==> config.mk <==
export PLATFORM = sky130hd
export DESIGN_NAME = barvinn_run_controller
export DESIGN_NICKNAME = d
export VERILOG_FILES = /design/src/rtl/barvinn_tb_pkg.sv /design/src/rtl/run_ch_capture.sv /design/src/rtl/barvinn_run_controller.sv
export SDC_FILE = /design/constraint.sdc
export NUM_CORES = 1
export LEC_CHECK = 0
export CORE_MARGIN = 3
export CORE_UTILIZATION = 45
export CTS_CLUSTER_DIAMETER = 200
export DETAILED_ROUTE_END_ITERATION = 16
export GPL_ROUTABILITY_DRIVEN = 0
export HOLD_SLACK_MARGIN = 0.1
export PLACE_DENSITY_LB_ADDON = 0.12
export SYNTH_ARGS = -nofsm -noshare
export SYNTH_HDL_FRONTEND = slang
export SYNTH_SLANG_ARGS = --single-unit
==> constraint.sdc <==
create_clock -name clk -period 9.8 [get_ports clk]
set_input_delay 2.94 -clock clk [delete_from_list [all_inputs] [get_ports clk]]
set_output_delay 2.94 -clock clk [all_outputs]
set_load 0.01 [all_outputs]
==> src/rtl/barvinn_tb_pkg.sv <==
// Shared types and default sizing for the BARVINN run supervisor.
package barvinn_tb_pkg;

  localparam int DEF_NUM_CH     = 8;
  localparam int DEF_CNT_W      = 32;
  localparam int DEF_RST_CYCLES = 16;

  typedef enum logic [1:0] {
    IDLE     = 2'd0,
    RST_HOLD = 2'd1,
    RUN      = 2'd2,
    END      = 2'd3
  } run_state_e;

  typedef struct packed {
    logic finished;
    logic timed_out;
    logic stalled;
    logic aborted;
  } run_status_t;

endpackage

==> src/rtl/run_ch_capture.sv <==
// One supervised channel: sticky done bit plus the RUN-cycle stamp of its first done.
module run_ch_capture import barvinn_tb_pkg::*; #(
  parameter int CNT_W = DEF_CNT_W
) (
  input  logic             clk,
  input  logic             rst_n,
  input  logic             i_clr,
  input  logic             i_en,
  input  logic             i_done,
  input  logic [CNT_W-1:0] i_total,
  output logic             o_done,
  output logic             o_new,
  output logic [CNT_W-1:0] o_stamp
);

  logic             r_done;
  logic [CNT_W-1:0] r_stamp;
  logic             w_new;

  assign w_new   = i_en & i_done & ~r_done;
  assign o_new   = w_new;
  assign o_done  = r_done;
  assign o_stamp = r_stamp;

  always_ff @(posedge clk or negedge rst_n) begin
    if (!rst_n) begin
      r_done  <= 1'b0;
      r_stamp <= '0;
    end else if (i_clr) begin
      r_done  <= 1'b0;
      r_stamp <= '0;
    end else if (w_new) begin
      r_done  <= 1'b1;
      r_stamp <= i_total;
    end
  end

endmodule

==> src/rtl/barvinn_run_controller.sv <==
// Cycle-based run supervisor: sequences DUT reset, stamps per-channel completion,
// and ends the run on abort, all-done, global timeout or stall.
module barvinn_run_controller import barvinn_tb_pkg::*; #(
  parameter int NUM_CH     = DEF_NUM_CH,
  parameter int CNT_W      = DEF_CNT_W,
  parameter int RST_CYCLES = DEF_RST_CYCLES
) (
  input  logic                    clk,
  input  logic                    rst_n,
  input  logic                    start_i,
  input  logic                    abort_i,
  input  logic [CNT_W-1:0]        timeout_cycles_i,
  input  logic [CNT_W-1:0]        stall_limit_i,
  input  logic [NUM_CH-1:0]       ch_done_i,
  input  logic [NUM_CH-1:0]       ch_active_i,
  output logic                    dut_rst_n_o,
  output logic                    running_o,
  output logic                    finished_o,
  output logic                    timed_out_o,
  output logic                    stalled_o,
  output logic                    aborted_o,
  output logic [NUM_CH-1:0]       done_mask_o,
  output logic [NUM_CH*CNT_W-1:0] ch_cycles_o,
  output logic [CNT_W-1:0]        total_cycles_o,
  output run_state_e              dbg_state_o
);

  localparam int RC_W = (RST_CYCLES > 1) ? $clog2(RST_CYCLES) : 1;

  run_state_e       r_state;
  run_status_t      r_status;
  logic             r_dut_rst_n;
  logic             r_running;
  logic [RC_W-1:0]  r_rst_cnt;
  logic [CNT_W-1:0] r_total;
  logic [CNT_W-1:0] r_stall_cnt;
  logic [CNT_W-1:0] r_timeout;
  logic [CNT_W-1:0] r_stall_lim;

  logic [NUM_CH-1:0] w_done;
  logic [NUM_CH-1:0] w_new;
  logic              w_start;
  logic              w_in_run;
  logic              w_all_done;
  logic              w_activity;
  logic              w_abort_hit;
  logic              w_timeout_hit;
  logic              w_stall_hit;
  logic [CNT_W-1:0]  w_total_inc;
  logic [CNT_W-1:0]  w_stall_inc;

  assign w_start  = start_i & ((r_state == IDLE) | (r_state == END));
  assign w_in_run = (r_state == RUN);

  // Done bits are captured on every RUN cycle, including the one that ends the run.
  for (genvar g = 0; g < NUM_CH; g++) begin : g_ch
    run_ch_capture #(.CNT_W(CNT_W)) u_cap (
      .clk     (clk),
      .rst_n   (rst_n),
      .i_clr   (w_start),
      .i_en    (w_in_run),
      .i_done  (ch_done_i[g]),
      .i_total (r_total),
      .o_done  (w_done[g]),
      .o_new   (w_new[g]),
      .o_stamp (ch_cycles_o[g*CNT_W +: CNT_W])
    );
  end

  assign w_all_done    = &(w_done | w_new);
  assign w_activity    = (|ch_active_i) | (|w_new);
  assign w_abort_hit   = abort_i & ((r_state == RST_HOLD) | w_in_run);
  assign w_timeout_hit = (r_timeout != '0) && (r_total == r_timeout - CNT_W'(1)) && !w_all_done;
  assign w_stall_hit   = (r_stall_lim != '0) && !w_activity &&
                         (r_stall_cnt == r_stall_lim - CNT_W'(1));
  assign w_total_inc   = (&r_total) ? r_total : r_total + CNT_W'(1);
  assign w_stall_inc   = (&r_stall_cnt) ? r_stall_cnt : r_stall_cnt + CNT_W'(1);

  always_ff @(posedge clk or negedge rst_n) begin
    if (!rst_n) begin
      r_state     <= IDLE;
      r_status    <= '0;
      r_dut_rst_n <= 1'b0;
      r_running   <= 1'b0;
      r_rst_cnt   <= '0;
      r_total     <= '0;
      r_stall_cnt <= '0;
      r_timeout   <= '0;
      r_stall_lim <= '0;
    end else begin
      unique case (r_state)
        IDLE, END: begin
          if (start_i) begin
            r_state     <= RST_HOLD;
            r_status    <= '0;
            r_dut_rst_n <= 1'b0;
            r_rst_cnt   <= '0;
            r_total     <= '0;
            r_stall_cnt <= '0;
            r_timeout   <= timeout_cycles_i;
            r_stall_lim <= stall_limit_i;
          end
        end
        RST_HOLD: begin
          if (w_abort_hit) begin
            r_state          <= END;
            r_status.aborted <= 1'b1;
            r_dut_rst_n      <= 1'b1;
          end else if (r_rst_cnt == RC_W'(RST_CYCLES - 1)) begin
            r_state     <= RUN;
            r_dut_rst_n <= 1'b1;
            r_running   <= 1'b1;
          end else begin
            r_rst_cnt <= r_rst_cnt + RC_W'(1);
          end
        end
        RUN: begin
          if (w_abort_hit || w_all_done || w_timeout_hit || w_stall_hit) begin
            r_state   <= END;
            r_running <= 1'b0;
            if (w_abort_hit)        r_status.aborted   <= 1'b1;
            else if (w_all_done)    r_status.finished  <= 1'b1;
            else if (w_timeout_hit) r_status.timed_out <= 1'b1;
            else                    r_status.stalled   <= 1'b1;
          end else begin
            r_total     <= w_total_inc;
            r_stall_cnt <= w_activity ? '0 : w_stall_inc;
          end
        end
        default: r_state <= IDLE;
      endcase
    end
  end

  assign dut_rst_n_o    = r_dut_rst_n;
  assign running_o      = r_running;
  assign finished_o     = r_status.finished;
  assign timed_out_o    = r_status.timed_out;
  assign stalled_o      = r_status.stalled;
  assign aborted_o      = r_status.aborted;
  assign done_mask_o    = w_done;
  assign total_cycles_o = r_total;
  assign dbg_state_o    = r_state;

endmodule

==> run metrics, run 1 <==
outcome finished, final reports clean; Final TNS setup 0 ns; Avg Vias per Cell 5.79; clk_skew 0.0180 ns; switching portion of total power 0.406; total routed wirelength 72.1 mm; ANT nets after route 0; ys async rst share 1.00; GR peak layer met2; critical path class input port to flip-flop; number of synthesized register bits 404; post-DP HPWL 48.6 mm; Global Route Usage Sum 0.293; first-pass GRT wire length 110 mm; worst skew pair latency 0.57 ns; routed via count 19,200; Avg WL per Cell 21.7 microns; Final min period 6.08 ns; share of cells above drive strength 1 0.0596; R2R cell count 10; Pleak 10.5 nW; PortBufs 387; Synth area leaders dfrtp_1 (49%), nand2_1 (14%), a21oi_1 (7.6%); Distinct cells, synth 83; most common library cells after synthesis nand2_1 (764), dfrtp_1 (404), a21oi_1 (311), clkbuf_1 (146), nor2_1 (83); core footprint 44,600 sq um; Die Span Y 219 microns; final period utilization 0.621; Worst EP required 10.29 ns; min-delay worst type flip-flop to flip-flop; CTS Buf Count 45; sequential area share after synthesis 0.493; GRT met3 Usage 0.0557; post-synth net total 2,518; Chip Width 219 microns; setup bufs post-CTS 0; met2 Use GR 0.473; largest net degree at the start of global routing 207; leading area contributor after synthesis dfrtp_1; Critical Path End Type flip-flop; Initial Util 0.459; DRC 0; RSZ-0062 raised after global routing no; Longest Clk Path Bufs 3; area taken by multi-input logic gates 9320 sq um; diode count 0; relative slew slack 0.209; Worst setup SP type input port; Cells after Synth 2,425; H-tree levels 2; top-area cell type share of the netlist area 0.493; Sequential Power Share 0.375; most frequent cell after synthesis nand2_1; yosys warns 0; Post-Place Cells 3,248; max frequency 164 MHz; Net Sw Power 2.32 mW; Final nets 2,796; die area 48,100 sq um; power density cells 220 nW/um^2; fin util 0.582; max-slew violation count 0; P_int 3.40 mW; grt ovf 0; Mean Syn Cell Area 8.45 sq um; final setup vio count 0; Max Cap Violations 0; met1 GRT Util 0.394; clock sinks 404; Worst-path clk slew 0.06 ns; WHS Path Cells 1; I/O Pins 388; Clock power frac 0.287; FILL cells 3,962; logic gate share of total power 0.339; initial DRC count 1,954; Syn Std Cell Area 20,500 sq um; via count of the first global-routing pass 18,600; drt first pass iters 6; CP max FO 35; CTS tree done; non-filler cells, final 3,325; Final Hold Viols 0; clk root buf clkbuf_16; maximum vdd drop 0.218 mV; CP arrival 6.57 ns; Cell Rows 77; number of synthesized flops with an enable pin 0; slew at the pin with the worst max-slew slack 1.18 ns; Syn-to-layout area delta 26.8%; top_reg_cell synth dfrtp_1; total area of sequential cells 10,100 sq um; initial antenna violation count 3; CTS Hold Bufs 0; post_cts resized 0
## registers in the layout, summed over array words and instances (netlist names)
signal and cells:
aborted_o 1, dbg_state_o 2, dut_rst_n_o 1, finished_o 1, g_ch.u_cap.o_done 8, g_ch.u_cap.o_stamp 256
r_rst_cnt 4, r_stall_cnt 32, r_stall_lim 32, r_timeout 32, running_o 1, stalled_o 1
timed_out_o 1, total_cycles_o 32
## worst max-delay path, cell delays in order
cell and delay [ns]:
clkdlybuf4s50_1 0.49, inv_1 0.09, o22ai_1 0.09, nor4_1 0.53, and3_1 0.25, buf_4 0.33
a21boi_0 0.35, nand2_1 0.21, a21oi_1 0.84, and3_1 0.29, a2bb2oi_1 0.15
## cells by family (layout without fill, tap and decap cells)
family / count (synthesis) / in the layout / synth area share
buffers and inverters: 244 / 552 / 0.0526
AND/OR/NAND/NOR: 1170 / 1170 / 0.259
AO/OA/AOI/OAI: 514 / 514 / 0.152
flip-flops: 404 / 404 / 0.493
adder cells (fa/ha/maj): 9 / 9 / 0.00550
multiplexers: 8 / 8 / 0.00409
XOR/XNOR: 76 / 76 / 0.0325
## metrics by stage
stage | hold slack, ns | setup WS [ns] | area (sq um) | power (mW)
after global placement | 0.473 | 3.30 | 24600 | 4.02
after CTS | 0.490 | 3.71 | 26000 | 5.73
after global routing | 0.493 | 3.48 | 26000 | 6.03
final | 0.488 | 3.72 | 26000 | 5.72
after floorplan | 0.478 | 4.58 | 20500 | 3.50
after detailed placement | 0.476 | 3.08 | 24600 | 4.07
## cell type report
type / count / share of cell area
inverter: 47 / 0.00679
clock inverter: 10 / 0.00414
clock buffer: 67 / 0.0500
sequential: 404 / 0.389
multi-input combinational: 1777 / 0.359
timing repair buffer: 428 / 0.162
tap: 592 / 0.0285
## layout by cell type (no fill, tap or decap), drive strengths merged, types with 4 or more instances in the layout
cell,Yosys,final
xnor2,44,44
o31a,4,4
and2,9,9
o211ai,36,36
o31ai,29,29
clkdlybuf4s50,0,386
a21boi,7,7
nand3,54,54
o41a,4,4
a22o,7,7
o311ai,10,10
and4,11,11
inv,47,48
nand4,48,48
dfrtp,404,404
mux2i,5,5
o21ai,28,28
or4,42,42
clkbuf,147,67
and3,17,17
a21oi,311,311
nor4,41,41
buf,50,42
xor2,32,32
nor3b,4,4
nor2,84,84
nor2b,5,5
or3,12,12
a211oi,8,8
o22ai,8,8
or2,12,12
nand2b,14,14
nand3b,4,4
a2bb2oi,6,6
nand2,764,764
a31oi,25,25
nand4b,5,5
ha,9,9
nor3,36,36
clkinv,0,7
## power by group through the flow
stage | logic, mW | registers [mW] | clock network, mW
2_1_floorplan | 1.45 | 2.05 | 0
3_3_place_gp | 1.87 | 2.15 | 0
3_5_place_dp | 1.91 | 2.16 | 0
4_1_cts | 1.92 | 2.14 | 1.67
5_1_grt | 2.12 | 2.17 | 1.74
6_report | 1.94 | 2.14 | 1.64
## per-layer routing
metal	routed length (microns)	vias up
met5	27	-
met4	2790	4
li1	-	8849
met3	5560	149
met1	30000	9427
met2	33700	812
## worst paths after layout
check | start | slack (ns) | end
worst max-delay path | ch_done_i[0] | 3.72 | r_stall_cnt[8]
worst min-delay path | dut_rst_n_o | 0.49 | dut_rst_n_o
worst max register to register | r_stall_lim[5] | 4.99 | r_stall_cnt[16]
worst min register to register | dut_rst_n_o | 0.49 | dut_rst_n_o
max in group asynchronous | rst_n | 5.84 | g_ch[2].u_cap.o_stamp[25]
min in group asynchronous | rst_n | 2.42 | r_timeout[7]
Power figures use the tool's default switching activity.
==> run 2, diff against run 1 <==
Clock period 9.8 ns to 6.3 ns, I/O delays scaled along.
==> run metrics, run 2 (same netlist as run 1, synthesis figures left out) <==
H-tree levels 2; Final nets 2,787; max frequency 210 MHz; switching portion of total power 0.403; total routed wirelength 71.1 mm; setup bufs post-CTS 0; I/O Pins 388; FILL cells 4,017; Longest Clk Path Bufs 3; Max Used Layer met5; ANT nets after route 0; largest net degree at the start of global routing 190; Post-Route M1 WL 29.4 mm; max FFs per register 256; most frequent cells in the layout nand2_1 (763), dfrtp_1 (404), clkdlybuf4s50_1 (386); Worst EP required 6.74 ns; logic gate share of total power 0.335; initial DRC count 1,866; Final Hold Viols 0; final period utilization 0.755; P_int 5.31 mW; Met3 Wirelength 5.26 mm; initial antenna violation count 2; Worst-path clk slew 0.06 ns; Clock power frac 0.290; Worst setup SP type flip-flop; Post-Place Cells 3,240; power density cells 343 nW/um^2; CP arrival 5.20 ns; Chip Width 219 microns; Net Sw Power 3.59 mW; Sequential Power Share 0.375; RSZ-0062 raised after global routing no; Pleak 10.5 nW; Avg Vias per Cell 5.78; Syn-to-layout area delta 26.7%; Hold Slack 0.498 ns; Final TNS setup 0 ns; routed via count 19,200; share of cells above drive strength 1 0.0580; first-pass GRT wire length 109 mm; non-filler cells, final 3,317; Die Span Y 219 microns; Final min period 4.76 ns; CTS Buf Count 44; Global Route Usage Sum 0.289; DRC 0; core footprint 44,600 sq um; Cell Rows 77; clk_skew 0.0198 ns; CTS Hold Bufs 0; drt first pass iters 5; Avg WL per Cell 21.4 microns; post_cts resized 0; clock sinks 404; slew at the pin with the worst max-slew slack 1.15 ns; Met2 Routed Length 33.9 mm; critical-path cell with the highest stage delay o21ai_4; fin util 0.582; relative slew slack 0.232; CTS tree done; diode count 0; via count of the first global-routing pass 18,500; min-delay worst type flip-flop to flip-flop; final setup vio count 0; Critical Path End Type flip-flop; CP Cell Sequence inv_1, ha_1, nor3b_1, nand4_1, o21ai_0, o211ai_1, or3b_2, or4_4, o21ai_4, or4_1, a21oi_1; critical path class flip-flop to flip-flop; Max Cap Violations 0; commonest non-fill, non-tap cell in the layout nand2_1; maximum vdd drop 0.257 mV; outcome finished, final reports clean; die area 48,100 sq um; post-DP HPWL 47.9 mm; CP max FO 51; worst skew pair latency 0.59 ns; Initial Util 0.459; PortBufs 387; clk root buf clkbuf_16; slowest stage delay, CP 0.89 ns; grt ovf 0; max-slew violation count 0
-- run 2: changes by cell type in the layout (fill, tap and decap cells not counted) --
| cell | before | now |
|---|---|---|
| buf_12 | 2 | 3 |
| buf_4 | 39 | 30 |
| clkbuf_1 | 13 | 10 |
| clkbuf_8 | 9 | 12 |
| clkinv_2 | 4 | 5 |
| clkinv_8 | 2 | 0 |
| clkinvlp_4 | 1 | 0 |
| inv_16 | 0 | 2 |
-- run 2: critical path, delay by kind of cell, from the launching register on --
kind,cells,cell delay [ns]
buffers and inverters,1,0.12
flip-flops,1,0.45
adder cells (fa/ha/maj),1,0.26
AND/OR/NAND/NOR,5,2.36
AO/OA/AOI/OAI,4,1.40
-- run 2: worst paths after layout --
path / from / cells after the start / to / slack, ns
min reg2reg: dut_rst_n_o / 1 / dut_rst_n_o / 0.50
min: dut_rst_n_o / 1 / dut_rst_n_o / 0.50
max: r_timeout[0] / 11 / total_cycles_o[3] / 1.54
max reg2reg: r_timeout[0] / 11 / total_cycles_o[3] / 1.54
min in group asynchronous: rst_n / 1 / g_ch[1].u_cap.o_stamp[2] / 1.36
max in group asynchronous: rst_n / 2 / r_stall_lim[28] / 3.59
-- run 2: per-stage QoR --
step           instance area (sq um)  power [mW]  worst slack (ns)
2_1_floorplan                  20500        5.45              2.13
3_3_place_gp                   24500        6.25              1.28
3_5_place_dp                   24500        6.33              1.15
4_1_cts                        26000        8.93              1.69
5_1_grt                        26000        9.41              1.08
6_report                       26000        8.90              1.54
-- run 2: power by group through the flow --
| stage | sequential (mW) | clock (mW) | combinational, mW |
|---|---|---|---|
| CTS | 3.33 | 2.63 | 2.97 |
| finish | 3.34 | 2.58 | 2.98 |
| detailed placement | 3.38 | 0 | 2.95 |
| global route | 3.39 | 2.74 | 3.28 |
| floorplan | 3.18 | 0 | 2.26 |
| global placement | 3.36 | 0 | 2.89 |
-- run 2: metal layers --
metal  GRT usage  up-vias
li1            -     8853
met2       0.474      805
met4      0.0996        4
met5           0        -
met1       0.388     9381
met3      0.0514      136
-- run 2: area by class of cell --
type | instances | area, sq um | area share
clock buffers | 67 | 1330 | 0.0512
clock inverters | 10 | 113 | 0.00434
inverters | 47 | 176 | 0.00680
multi-input cells | 1777 | 9320 | 0.359
flip-flops and latches | 404 | 10100 | 0.389
well taps | 592 | 741 | 0.0285
repair buffers | 420 | 4160 | 0.160
==> run 3, diff against run 2 <==
Clock period 6.3 ns to 4.7 ns, I/O delays scaled along.
==> run metrics, run 3 (same netlist as run 1, synthesis figures left out) <==
post-DP HPWL 48.8 mm; fin util 0.590; setup bufs post-CTS 0; Die Span Y 219 microns; die area 48,100 sq um; initial antenna violation count 4; routed via count 19,400; CP Cell Sequence nor4_1, nand4_2, o41a_1, or4_1, nor4_1, a21boi_0, nand2_1, o211ai_1; Cell Rows 77; WHS Path Cells 1; critical-path cell with the highest stage delay nor4_1; ANT nets after route 0; RSZ-0062 raised after global routing no; Avg WL per Cell 21.4 microns; DRC 0; power density cells 465 nW/um^2; max FFs per register 256; CP arrival 4.55 ns; Final nets 2,816; final period utilization 0.876; final setup vio count 0; clk root buf clkbuf_16; area taken by multi-input logic gates 9320 sq um; CTS tree done; outcome finished, final reports clean; Chip Width 219 microns; CP most frequent cell nor4_1; H-tree levels 2; Pleak 10.7 nW; commonest non-fill, non-tap cell in the layout nand2_1; R2R cell count 8; Global Route Usage Sum 0.292; Hold Slack 0.496 ns; Max Cap Violations 0; drt first pass iters 5; CTS Hold Bufs 0; critical path class flip-flop to flip-flop; Final TNS setup 0 ns; slowest stage delay, CP 0.69 ns; final instance area 26,300 sq um; slew at the pin with the worst max-slew slack 0.992 ns; core footprint 44,600 sq um; maximum vdd drop 0.437 mV; total area of sequential cells 10,100 sq um; post_cts resized 0; most frequent cells in the layout nand2_1 (763), dfrtp_1 (404), clkdlybuf4s50_1 (386); CP bufs+invs 0; Worst path depth 8; Final Hold Viols 0; Critical Path End Type flip-flop; largest delay contributor family on the critical path simple AND/OR/NAND/NOR gates; I/O Pins 388; total routed wirelength 71.7 mm; Worst-path clk slew 0.06 ns; Longest Clk Path Bufs 3; placed cell areas 24,800 sq um; PortBufs 387; min-delay worst type flip-flop to flip-flop; Worst EP required 5.13 ns; Worst setup SP type flip-flop; CTS Buf Count 44; largest net degree at the start of global routing 211; worst skew pair latency 0.58 ns; share of cells above drive strength 1 0.0696; via count of the first global-routing pass 18,500; Avg Vias per Cell 5.78; first-pass GRT wire length 109 mm; CP max FO 8; Final Total Pwr 12.2 mW; Initial Util 0.459; grt ovf 0; max frequency 243 MHz; initial DRC count 1,769; relative slew slack 0.339; max-slew violation count 0; Syn-to-layout area delta 28.5%; Final min period 4.12 ns; clock sinks 404; clk_skew 0.0130 ns; FILL cells 3,971
run 3: cell types whose count changed in the layout (fill, tap and decap cells not counted), sizes merged:
cell	previous run	this run
inv	50	49
clkinvlp	0	1
clkbuf	67	63
diode	0	1
clkinv	6	11
buf	34	63
bufinv	1	5
run 3: metrics by stage:
| stage | setup slack [ns] | cells |
|---|---|---|
| after global placement | 0.576 | 3269 |
| after detailed placement | 0.516 | 3269 |
| final | 0.581 | 3352 |
| after floorplan | 1.01 | 2425 |
| after CTS | 0.754 | 3351 |
| after global routing | 0.489 | 3351 |
run 3: final cells by class:
class | instances | share of cell area
sequential | 404 | 0.384
clock buffer | 63 | 0.0484
antenna | 1 | 0.0000951
timing repair buffer | 449 | 0.168
multi-input combinational | 1777 | 0.354
clock inverter | 19 | 0.00975
inverter | 47 | 0.00670
tap | 592 | 0.0281
run 3: metal layers:
layer | vias to the layer above | GRT usage | share of wire
li1 | 8920 | - | -
met1 | 9461 | 0.397 | 0.42
met2 | 805 | 0.467 | 0.47
met3 | 171 | 0.0482 | 0.072
met4 | 4 | 0.115 | 0.043
met5 | - | 0 | 0.00038
run 3: where the power goes:
part	switching, mW	internal [mW]
logic	2.80	1.32
clock network	1.51	2.18
registers	0.585	3.85
total	4.90	7.35
run 3: worst paths after layout:
path                       slack [ns]                        end           from
hold reg to reg                  0.50                dut_rst_n_o    dut_rst_n_o
hold / removal                   0.50                dut_rst_n_o    dut_rst_n_o
max in group asynchronous        2.90            r_stall_lim[12]          rst_n
setup / recovery                 0.58         total_cycles_o[23]  r_timeout[12]
min in group asynchronous        0.86  g_ch[1].u_cap.o_stamp[12]          rst_n
setup reg to reg                 0.58         total_cycles_o[23]  r_timeout[12]
